[config.mk]
export PLATFORM = sky130hd
export DESIGN_NAME = moore_state_encoder
export DESIGN_NICKNAME = d
export VERILOG_FILES = /design/src/rtl/moore_state_encoder.sv
export SDC_FILE = /design/constraint.sdc
export NUM_CORES = 1
export LEC_CHECK = 0
export BUFFER_PORTS_ARGS = -buffer_cell sky130_fd_sc_hd__clkbuf_2
export CAP_MARGIN = 10
export CORE_UTILIZATION = 45
export DETAILED_ROUTE_END_ITERATION = 16
export MAX_ROUTING_LAYER = met4
export PLACE_DENSITY = 0.61
export SYNTH_ARGS = -nofsm -noshare
export SYNTH_HDL_FRONTEND = slang
export SYNTH_SLANG_ARGS = --single-unit
[constraint.sdc]
create_clock -name Clk -period 3.45 [get_ports Clk]
set_clock_uncertainty 0.15 [all_clocks]
set_input_delay 0 -clock Clk [delete_from_list [all_inputs] [get_ports Clk]]
set_output_delay 0 -clock Clk [all_outputs]
set_load 0.02 [all_outputs]
[src/rtl/moore_state_encoder.sv]
`default_nettype none
// ============================================================================
// Module   : moore_state_encoder
// Purpose  : Next-state logic and state register of the Moore sequence
//            detector. Tracks how many leading bits of PATTERN are matched
//            (overlap allowed) and counts completed matches, saturating.
// Revision : 1.0  initial release
// ============================================================================
module moore_state_encoder #(
    parameter logic [7:0] PATTERN = 8'b11010011
) (
    input  logic       Clk,
    input  logic       Reset_n,
    input  logic       Clear,
    input  logic       In_Valid,
    input  logic       In_Bit,
    output logic [3:0] State,
    output logic [7:0] Match_Count
);

    localparam logic [3:0] c_S0      = 4'd0;
    localparam logic [3:0] c_S8      = 4'd8;
    localparam logic [7:0] c_CNT_MAX = 8'd255;

    logic [3:0] r_state;
    logic [7:0] r_count;
    logic [3:0] w_next;
    logic       w_illegal;

    // Longest suffix of (prefix(k) followed by b) that is also a prefix of
    // PATTERN, capped at 8. Works for any PATTERN value; k is assumed 0..8.
    function automatic logic [3:0] f_next(input logic [3:0] k, input logic b);
        logic [8:0] pfx;
        logic [8:0] w;
        logic [8:0] mask;
        logic [8:0] pre;
        logic [3:0] best;
        pfx  = {1'b0, PATTERN} >> (4'd8 - k);
        w    = {pfx[7:0], b};
        best = c_S0;
        for (int j = 1; j <= 8; j++) begin
            if (j <= int'(k) + 1) begin
                mask = (9'd1 << j) - 9'd1;
                pre  = {1'b0, PATTERN} >> (8 - j);
                if ((w & mask) == pre) begin
                    best = 4'(j);
                end
            end
        end
        return best;
    endfunction

    // Candidate next state and illegal-encoding detect
    always_comb begin
        w_illegal = (r_state > c_S8);
        w_next    = f_next(r_state, In_Bit);
    end

    // State and match-counter register: clear, illegal recovery, advance, hold
    always_ff @(posedge Clk or negedge Reset_n) begin
        if (!Reset_n) begin
            r_state <= c_S0;
            r_count <= 8'd0;
        end else if (Clear) begin
            r_state <= c_S0;
            r_count <= 8'd0;
        end else if (w_illegal) begin
            r_state <= c_S0;
        end else if (In_Valid) begin
            r_state <= w_next;
            if ((w_next == c_S8) && (r_count != c_CNT_MAX)) begin
                r_count <= r_count + 8'd1;
            end
        end
    end

    assign State       = r_state;
    assign Match_Count = r_count;

endmodule
`default_nettype wire

==> impl_metrics.env, run 1 <==
export IMPL_status="finished clean"
export IMPL_fin_area_mm2=0.00136
export IMPL_cts_tree="yes"
export IMPL_cpLargestDelayFamily="simple AND/OR/NAND/NOR gates"
export IMPL_yosys_area_share_simple_pct=29.0
export IMPL_tightest_slew_ns=0.593
export IMPL_clkSinkCount=12
export IMPL_crit_path_top_delay_cell="dfrtp_1"
export IMPL_clock_latency_ns=0.28
export IMPL_synth_top_area_cell="dfrtp_1"
export IMPL_critical_path_buf_inv_count=1
export IMPL_antenna_left=0
export IMPL_ir_drop_mv=0.245
export IMPL_vias=1104
export IMPL_start_kind="flop"
export IMPL_cts_reportedPaths_clkPinSlew_ns=0.08
export IMPL_totalWireLength_um=2840
export IMPL_netlist_area_mm2=0.00121
export IMPL_drtIter0Drc=52
export IMPL_antennaDiodeCount=0
export IMPL_ys_types=44
export IMPL_fp_dieW_um=53.8
export IMPL_max_freq_mhz=353
export IMPL_fin_nets=178
export IMPL_avgSynthCellArea_um2=8.27
export IMPL_gp_congestion=0.888
export IMPL_critical_path_arrival_ns=2.89
export IMPL_grt_max_degree=18
export IMPL_synthTopCellsByArea="dfrtp_1 (25%), ha_1 (8.3%), mux2i_1 (6.6%), nor2_1 (6.5%), a21oi_1 (3.7%)"
export IMPL_ys_async_sr_fraction_pct=100
export IMPL_drc=0
export IMPL_cp_max_fo=14
export IMPL_cp_required_ns=3.51
export IMPL_syn_inst=146
export IMPL_port_buffers=16
export IMPL_die_area_mm2=0.00289
export IMPL_root_buffer="clkbuf_4"
export IMPL_fin_util_pct=54.2
export IMPL_power_uw=337
export IMPL_min_period_ns=2.84
export IMPL_synth_net_count=159
export IMPL_synth_mux_area_share_pct=7.56
export IMPL_fin_setup_tns_ns=0
export IMPL_reg2reg_setup_slack_ns=0.61
export IMPL_path_class="flop to flop"
export IMPL_yosys_warnings=0
export IMPL_initial_utilization_pct=48.3
export IMPL_setup_violations=0
export IMPL_synth_seq_cells=12
export IMPL_grt_overflow=0
export IMPL_yosysTopAreaCellShare_pct=24.9
export IMPL_wl_per_cell_um=14.6
export IMPL_grt_pass1_wl_um=4560
export IMPL_grt_pass1_vias=972
export IMPL_syn_to_final_growth_pct=12.2
export IMPL_hpwl_um=2070
export IMPL_synth_edff_count=0
export IMPL_io_pins=17
export IMPL_final_common_cell="nor2_1"
export IMPL_fin_crit_sh_pct=82.2
export IMPL_critPathCaptureType="flop"
export IMPL_layout_drive_gt1_share_pct=17.1
export IMPL_whs_ns=0.345
export IMPL_synth_top_flop_cell="dfrtp_1"
export IMPL_htree_num_levels=1
export IMPL_place_area_mm2=0.00126
export IMPL_rows=18
export IMPL_numCtsBuffers=3
export IMPL_synthAdderAreaFrac_pct=8.29
export IMPL_crit_top_cell="nand4_2"
export IMPL_report_final_slew_viol_count=0
export IMPL_hp_class="input pin to flop"
export IMPL_grt_usage_pct=22.9
export IMPL_synth_top_family_by_area="simple AND/OR/NAND/NOR gates"
export IMPL_mostFrequentLayoutCells="nor2_1 (21), clkbuf_2 (16), dfrtp_1 (12)"
export IMPL_vias_per_cell=5.69
export IMPL_rsz0062_at_grt="no"
export IMPL_ys_seq_area_share_pct=24.9
export IMPL_cts_resized=0
export IMPL_final_hold_viol_count=0
export IMPL_synthXorXnorAreaFrac_pct=6.42
export IMPL_p_leak_uw=0.000618
export IMPL_crit_chain="inv_1 -> ha_1 -> and4b_1 -> nand4_2 -> nor3_2 -> nand4_2 -> or3_1 -> a21oi_1"
export IMPL_post_cts_buffers=0
export IMPL_first_pass_iters=4
export IMPL_cts_buffer_depth=2
export IMPL_drv_cap=0
export IMPL_core_area_mm2=0.00250
export IMPL_synth_compound_area_share_pct=16.2
export IMPL_die_h_um=53.8
export IMPL_cpPeakStageDelay_ns=0.63
export IMPL_slew_headroom_pct=60.4
export IMPL_power_density_mw_per_mm2=249
export IMPL_antenna_found_initial=0
## synthesized netlist by cell type (2+ instances only)
| cell | count |
|---|---|
| o31ai_1 | 3 |
| nand4_2 | 3 |
| o211ai_1 | 2 |
| inv_1 | 7 |
| nor3_1 | 3 |
| buf_4 | 2 |
| ha_1 | 8 |
| nor3_2 | 2 |
| xnor2_1 | 3 |
| mux2i_1 | 8 |
| nor2b_1 | 2 |
| a21oi_1 | 9 |
| nand4_1 | 3 |
| xor2_1 | 4 |
| and2_1 | 2 |
| nand3_1 | 3 |
| nand2_1 | 9 |
| clkbuf_1 | 2 |
| a31oi_1 | 2 |
| buf_6 | 3 |
| o21ai_0 | 7 |
| or3_1 | 2 |
| dfrtp_1 | 12 |
| and3_1 | 5 |
| nor2_1 | 21 |
## path summary, 6_finish.rpt
kind,start,depth (start not counted),end
min in group asynchronous,Reset_n,3,Match_Count[2]
max reg2reg,State[0],8,Match_Count[7]
max,State[0],8,Match_Count[7]
min reg2reg,Match_Count[7],2,Match_Count[7]
min,In_Valid,3,State[3]
max in group asynchronous,Reset_n,4,Match_Count[4]
## report_power, final
group	switching [uW]	total (uW)	internal, uW
Clock	49.5	114	64.2
Sequential	6.30	148	142
Combinational	44.8	75.2	30.5
Total	101	337	237
## metrics by stage
step | instances | setup WS (ns)
CTS | 194 | 0.621
detailed placement | 184 | 0.660
finish | 194 | 0.615
global placement | 184 | 0.671
floorplan | 146 | 0.875
global route | 194 | 0.288
## flip-flops by register name, indices dropped and copies added (netlist names)
signal,cells
Match_Count,8
State,4
## worst min-delay path, delay by kind of cell
kind / cells / cell delay, ns
buffers and inverters: 2 / 0.66
AOI/OAI and AO/OA: 1 / 0.07
## routing by layer
| layer | global-route usage (%) | share of wire [%] | vias up |
|---|---|---|---|
| li1 | - | - | 560 |
| met1 | 32.2 | 48 | 502 |
| met2 | 31.9 | 44 | 42 |
| met3 | 7.34 | 7.1 | 0 |
| met4 | 3.95 | 0 | 0 |
| met5 | - | 0 | - |
## cell type report
type                            count  area, um2
Clock buffer                        4       36.3
Tap cell                           30       37.5
Timing Repair Buffer               22        140
Inverter                            7       26.3
Fill cell                         240       1140
Sequential cell                    12        300
Multi-Input combinational cell    119        815
## timing repair
action | 4_1_cts | 5_1_grt
hold endpoints to repair | 23 | 0
setup endpoints to repair | 0 | 0
hold buffers | 6 | 0
## cell families (layout without fill, tap and decap cells)
logic type / after synthesis / after routing
AND/OR/NAND/NOR: 63 / 63
flip-flops: 12 / 12
adder cells (fa/ha/maj): 8 / 8
buffers and inverters: 15 / 33
multiplexers: 9 / 9
AO/OA/AOI/OAI: 31 / 31
XOR/XNOR: 8 / 8
Note: power is estimated with default switching activity, not from simulation.
==> inputs of run 2 (changes only) <==
ABC_AREA = 1   (was default)
clock period = 2.9 ns   (was 3.45 ns; I/O delays follow)
==> run 2 against run 1 <==
  * Final cell count up 36%
  * First-iteration DRC count down 27%
  * Worst hold slack worse by 0.23 ns
  * Clock power up 18%
  * Critical path depth up 5
  * Largest power group unchanged
  * Die area up 8.6%
  * Synthesized cell count up 45%
  * Non-clock buffer count down 2
  * Register-to-register slack worse by 0.12 ns
==> impl_metrics.env, run 2 <==
export IMPL_crit_path_top_delay_cell="dfrtp_1"
export IMPL_synth_top_area_cell="dfrtp_1"
export IMPL_ys_types=27
export IMPL_drv_cap=0
export IMPL_root_buffer="clkbuf_4"
export IMPL_cpLargestDelayFamily="simple AND/OR/NAND/NOR gates"
export IMPL_yosysTopAreaCellShare_pct=22.8
export IMPL_start_kind="flop"
export IMPL_layout_drive_gt1_share_pct=17.2
export IMPL_first_pass_iters=5
export IMPL_dr_wl_met3_um=41
export IMPL_hpwl_um=2390
export IMPL_vias=1349
export IMPL_setup_violations=0
export IMPL_r2r_cells=13
export IMPL_tightest_slew_ns=0.563
export IMPL_grt_pass1_vias=1234
export IMPL_synth_seq_cells=12
export IMPL_die_h_um=56.1
export IMPL_cts_reportedPaths_clkPinSlew_ns=0.08
export IMPL_routed_top_layer="met4"
export IMPL_avgSynthCellArea_um2=6.23
export IMPL_vias_per_cell=5.11
export IMPL_antennaDiodeCount=0
export IMPL_min_period_ns=2.40
export IMPL_cpPeakStageDelay_ns=0.50
export IMPL_power_uw=430
export IMPL_drt_met1_wl_um=1350
export IMPL_largest_reg_flops=8
export IMPL_power_density_mw_per_mm2=288
export IMPL_gp_congestion=0.849
export IMPL_dp_slack_ns=0.529
export IMPL_critical_path_buf_inv_count=2
export IMPL_htree_num_levels=1
export IMPL_drc=0
export IMPL_port_buffers=16
export IMPL_rows=19
export IMPL_fin_area_mm2=0.00149
export IMPL_wl_per_cell_um=11.5
export IMPL_antenna_found_initial=0
export IMPL_rsz0062_at_grt="no"
export IMPL_antenna_left=0
export IMPL_ys_async_sr_fraction_pct=100
export IMPL_ys_seq_area_share_pct=22.8
export IMPL_yosys_warnings=0
export IMPL_syn_inst=211
export IMPL_hold_depth=7
export IMPL_report_final_slew_viol_count=0
export IMPL_grt_usage_pct=21.3
export IMPL_route_met2_wl_um=1570
export IMPL_status="finished clean"
export IMPL_p_leak_uw=0.000874
export IMPL_synth_edff_count=0
export IMPL_totalWireLength_um=3030
export IMPL_fin_ws_ns=0.497
export IMPL_critical_path_arrival_ns=2.47
export IMPL_io_pins=17
export IMPL_whs_ns=0.112
export IMPL_mostFrequentLayoutCells="nand2_1 (70), nor2_1 (39), inv_1 (22), nand3_1 (22), clkbuf_2 (16)"
export IMPL_ir_drop_mv=0.250
export IMPL_reg2reg_setup_slack_ns=0.50
export IMPL_cts_tree="yes"
export IMPL_crit_top_cell="nand2_1"
export IMPL_clock_latency_ns=0.27
export IMPL_hold_path_end="State[1]"
export IMPL_timing_rr_start="State[0]"
export IMPL_crit_chain="inv_1 -> ha_1 -> inv_2 -> nand2_4 -> nand2_4 -> nand2_1 -> nand2_1 -> nand2_2 -> nor2_2 -> nand4_4 -> nand2_4 -> nand2_1 -> nand2_1"
export IMPL_cp_required_ns=2.96
export IMPL_fill_cells=283
export IMPL_die_area_mm2=0.00314
export IMPL_fin_nets=247
export IMPL_worst_r2r_endpoint="Match_Count[6]"
export IMPL_core_area_mm2=0.00276
export IMPL_final_common_cell="nand2_1"
export IMPL_grt_max_degree=13
export IMPL_syn_to_final_growth_pct=13.4
export IMPL_worstHoldStart="In_Bit"
export IMPL_path_class="flop to flop"
export IMPL_synthTopCellsByCount="nand2_1 (70), nor2_1 (39), inv_1 (22), nand3_1 (22), dfrtp_1 (12)"
export IMPL_yosysMostFrequentCell="nand2_1"
export IMPL_fp_dieW_um=56.1
export IMPL_fin_crit_sh_pct=82.9
export IMPL_cts_resized=0
export IMPL_netlist_area_mm2=0.00132
export IMPL_synthTopCellsByArea="dfrtp_1 (23%), nand2_1 (20%), nor2_1 (11%), nand3_1 (8.4%), ha_1 (7.6%)"
export IMPL_initial_utilization_pct=47.7
export IMPL_grt_overflow=0
export IMPL_synth_top_flop_cell="dfrtp_1"
export IMPL_grt_pass1_wl_um=5240
export IMPL_cp_max_fo=10
export IMPL_critPathCaptureType="flop"
export IMPL_drtIter0Drc=38
export IMPL_max_freq_mhz=416
export IMPL_place_area_mm2=0.00142
export IMPL_clkSinkCount=12
export IMPL_cts_buffer_depth=2
export IMPL_numCtsBuffers=3
export IMPL_final_hold_viol_count=0
export IMPL_path_depth=13
export IMPL_synth_net_count=224
export IMPL_hp_class="input pin to flop"
export IMPL_fin_setup_tns_ns=0
export IMPL_slew_headroom_pct=62.4
run 2: changes by cell type in the layout (fill, tap and decap cells not counted), moves of 4 or more:
cell	delta
nand2_1	+61
nand3_1	+19
nor2_1	+18
inv_1	+15
a21oi_1	-8
mux2i_1	-8
o21ai_0	-6
and3_1	-5
nand2_2	+5
nand2_4	+4
run 2: layout make-up:
| class | instances | area [um2] | share of cell area [%] |
|---|---|---|---|
| tap | 31 | 38.8 | 2.60 |
| multi-input combinational | 170 | 892 | 59.8 |
| timing repair buffer | 20 | 120 | 8.05 |
| clock buffer | 4 | 36.3 | 2.43 |
| sequential | 12 | 300 | 20.1 |
| inverter | 27 | 104 | 6.96 |
run 2: kinds of logic after synthesis:
logic type | Yosys count | synth area share [%]
AO/OA/AOI/OAI | 4 | 2.57
XOR/XNOR | 3 | 2.00
adder cells (fa/ha/maj) | 8 | 7.61
buffers and inverters | 29 | 9.32
flip-flops | 12 | 22.8
AND/OR/NAND/NOR | 155 | 55.7
run 2: per-stage QoR:
step                util [%]  cells
CTS                     54.1    264
finish                  54.1    264
global route            54.1    264
floorplan                  -    211
detailed placement      51.3    256
global placement        51.3    256
run 2: what timing repair did:
item,4_1_cts,5_1_grt
setup buffers,0,0
hold buffers,4,0
endpoints found under the hold margin,23,0
run 2: worst max path at each step:
| stage | startpoint | to | slack, ns |
|---|---|---|---|
| CTS | State[1] | Match_Count[6] | 0.49 |
| finish | State[0] | Match_Count[6] | 0.50 |
| floorplan | State[0] | Match_Count[6] | 0.68 |
| global placement | State[1] | Match_Count[4] | 0.54 |
| detailed placement | State[1] | Match_Count[6] | 0.53 |
| global route | State[1] | Match_Count[6] | 0.25 |
run 2: worst min-delay path, stage by stage:
cell and delay, ns:
clkbuf_2 0.12, nor2_1 0.05, nand3_1 0.07, and2_1 0.12
nand2_1 0.05, nand2_1 0.05, nand2_1 0.04
run 2: per-layer routing:
| metal | vias up | GRT usage, % |
|---|---|---|
| met4 | 0 | 11.1 |
| met2 | 20 | 38.3 |
| li1 | 699 | - |
| met5 | - | - |
| met1 | 624 | 23.8 |
| met3 | 6 | 0.930 |
run 2: report_power, final:
group	switching [uW]	leakage [uW]	internal, uW
combinational	78.7	0.000688	39.2
clock	58.2	0.0000210	76.3
sequential	7.02	0.000165	171
total	144	0.000874	286
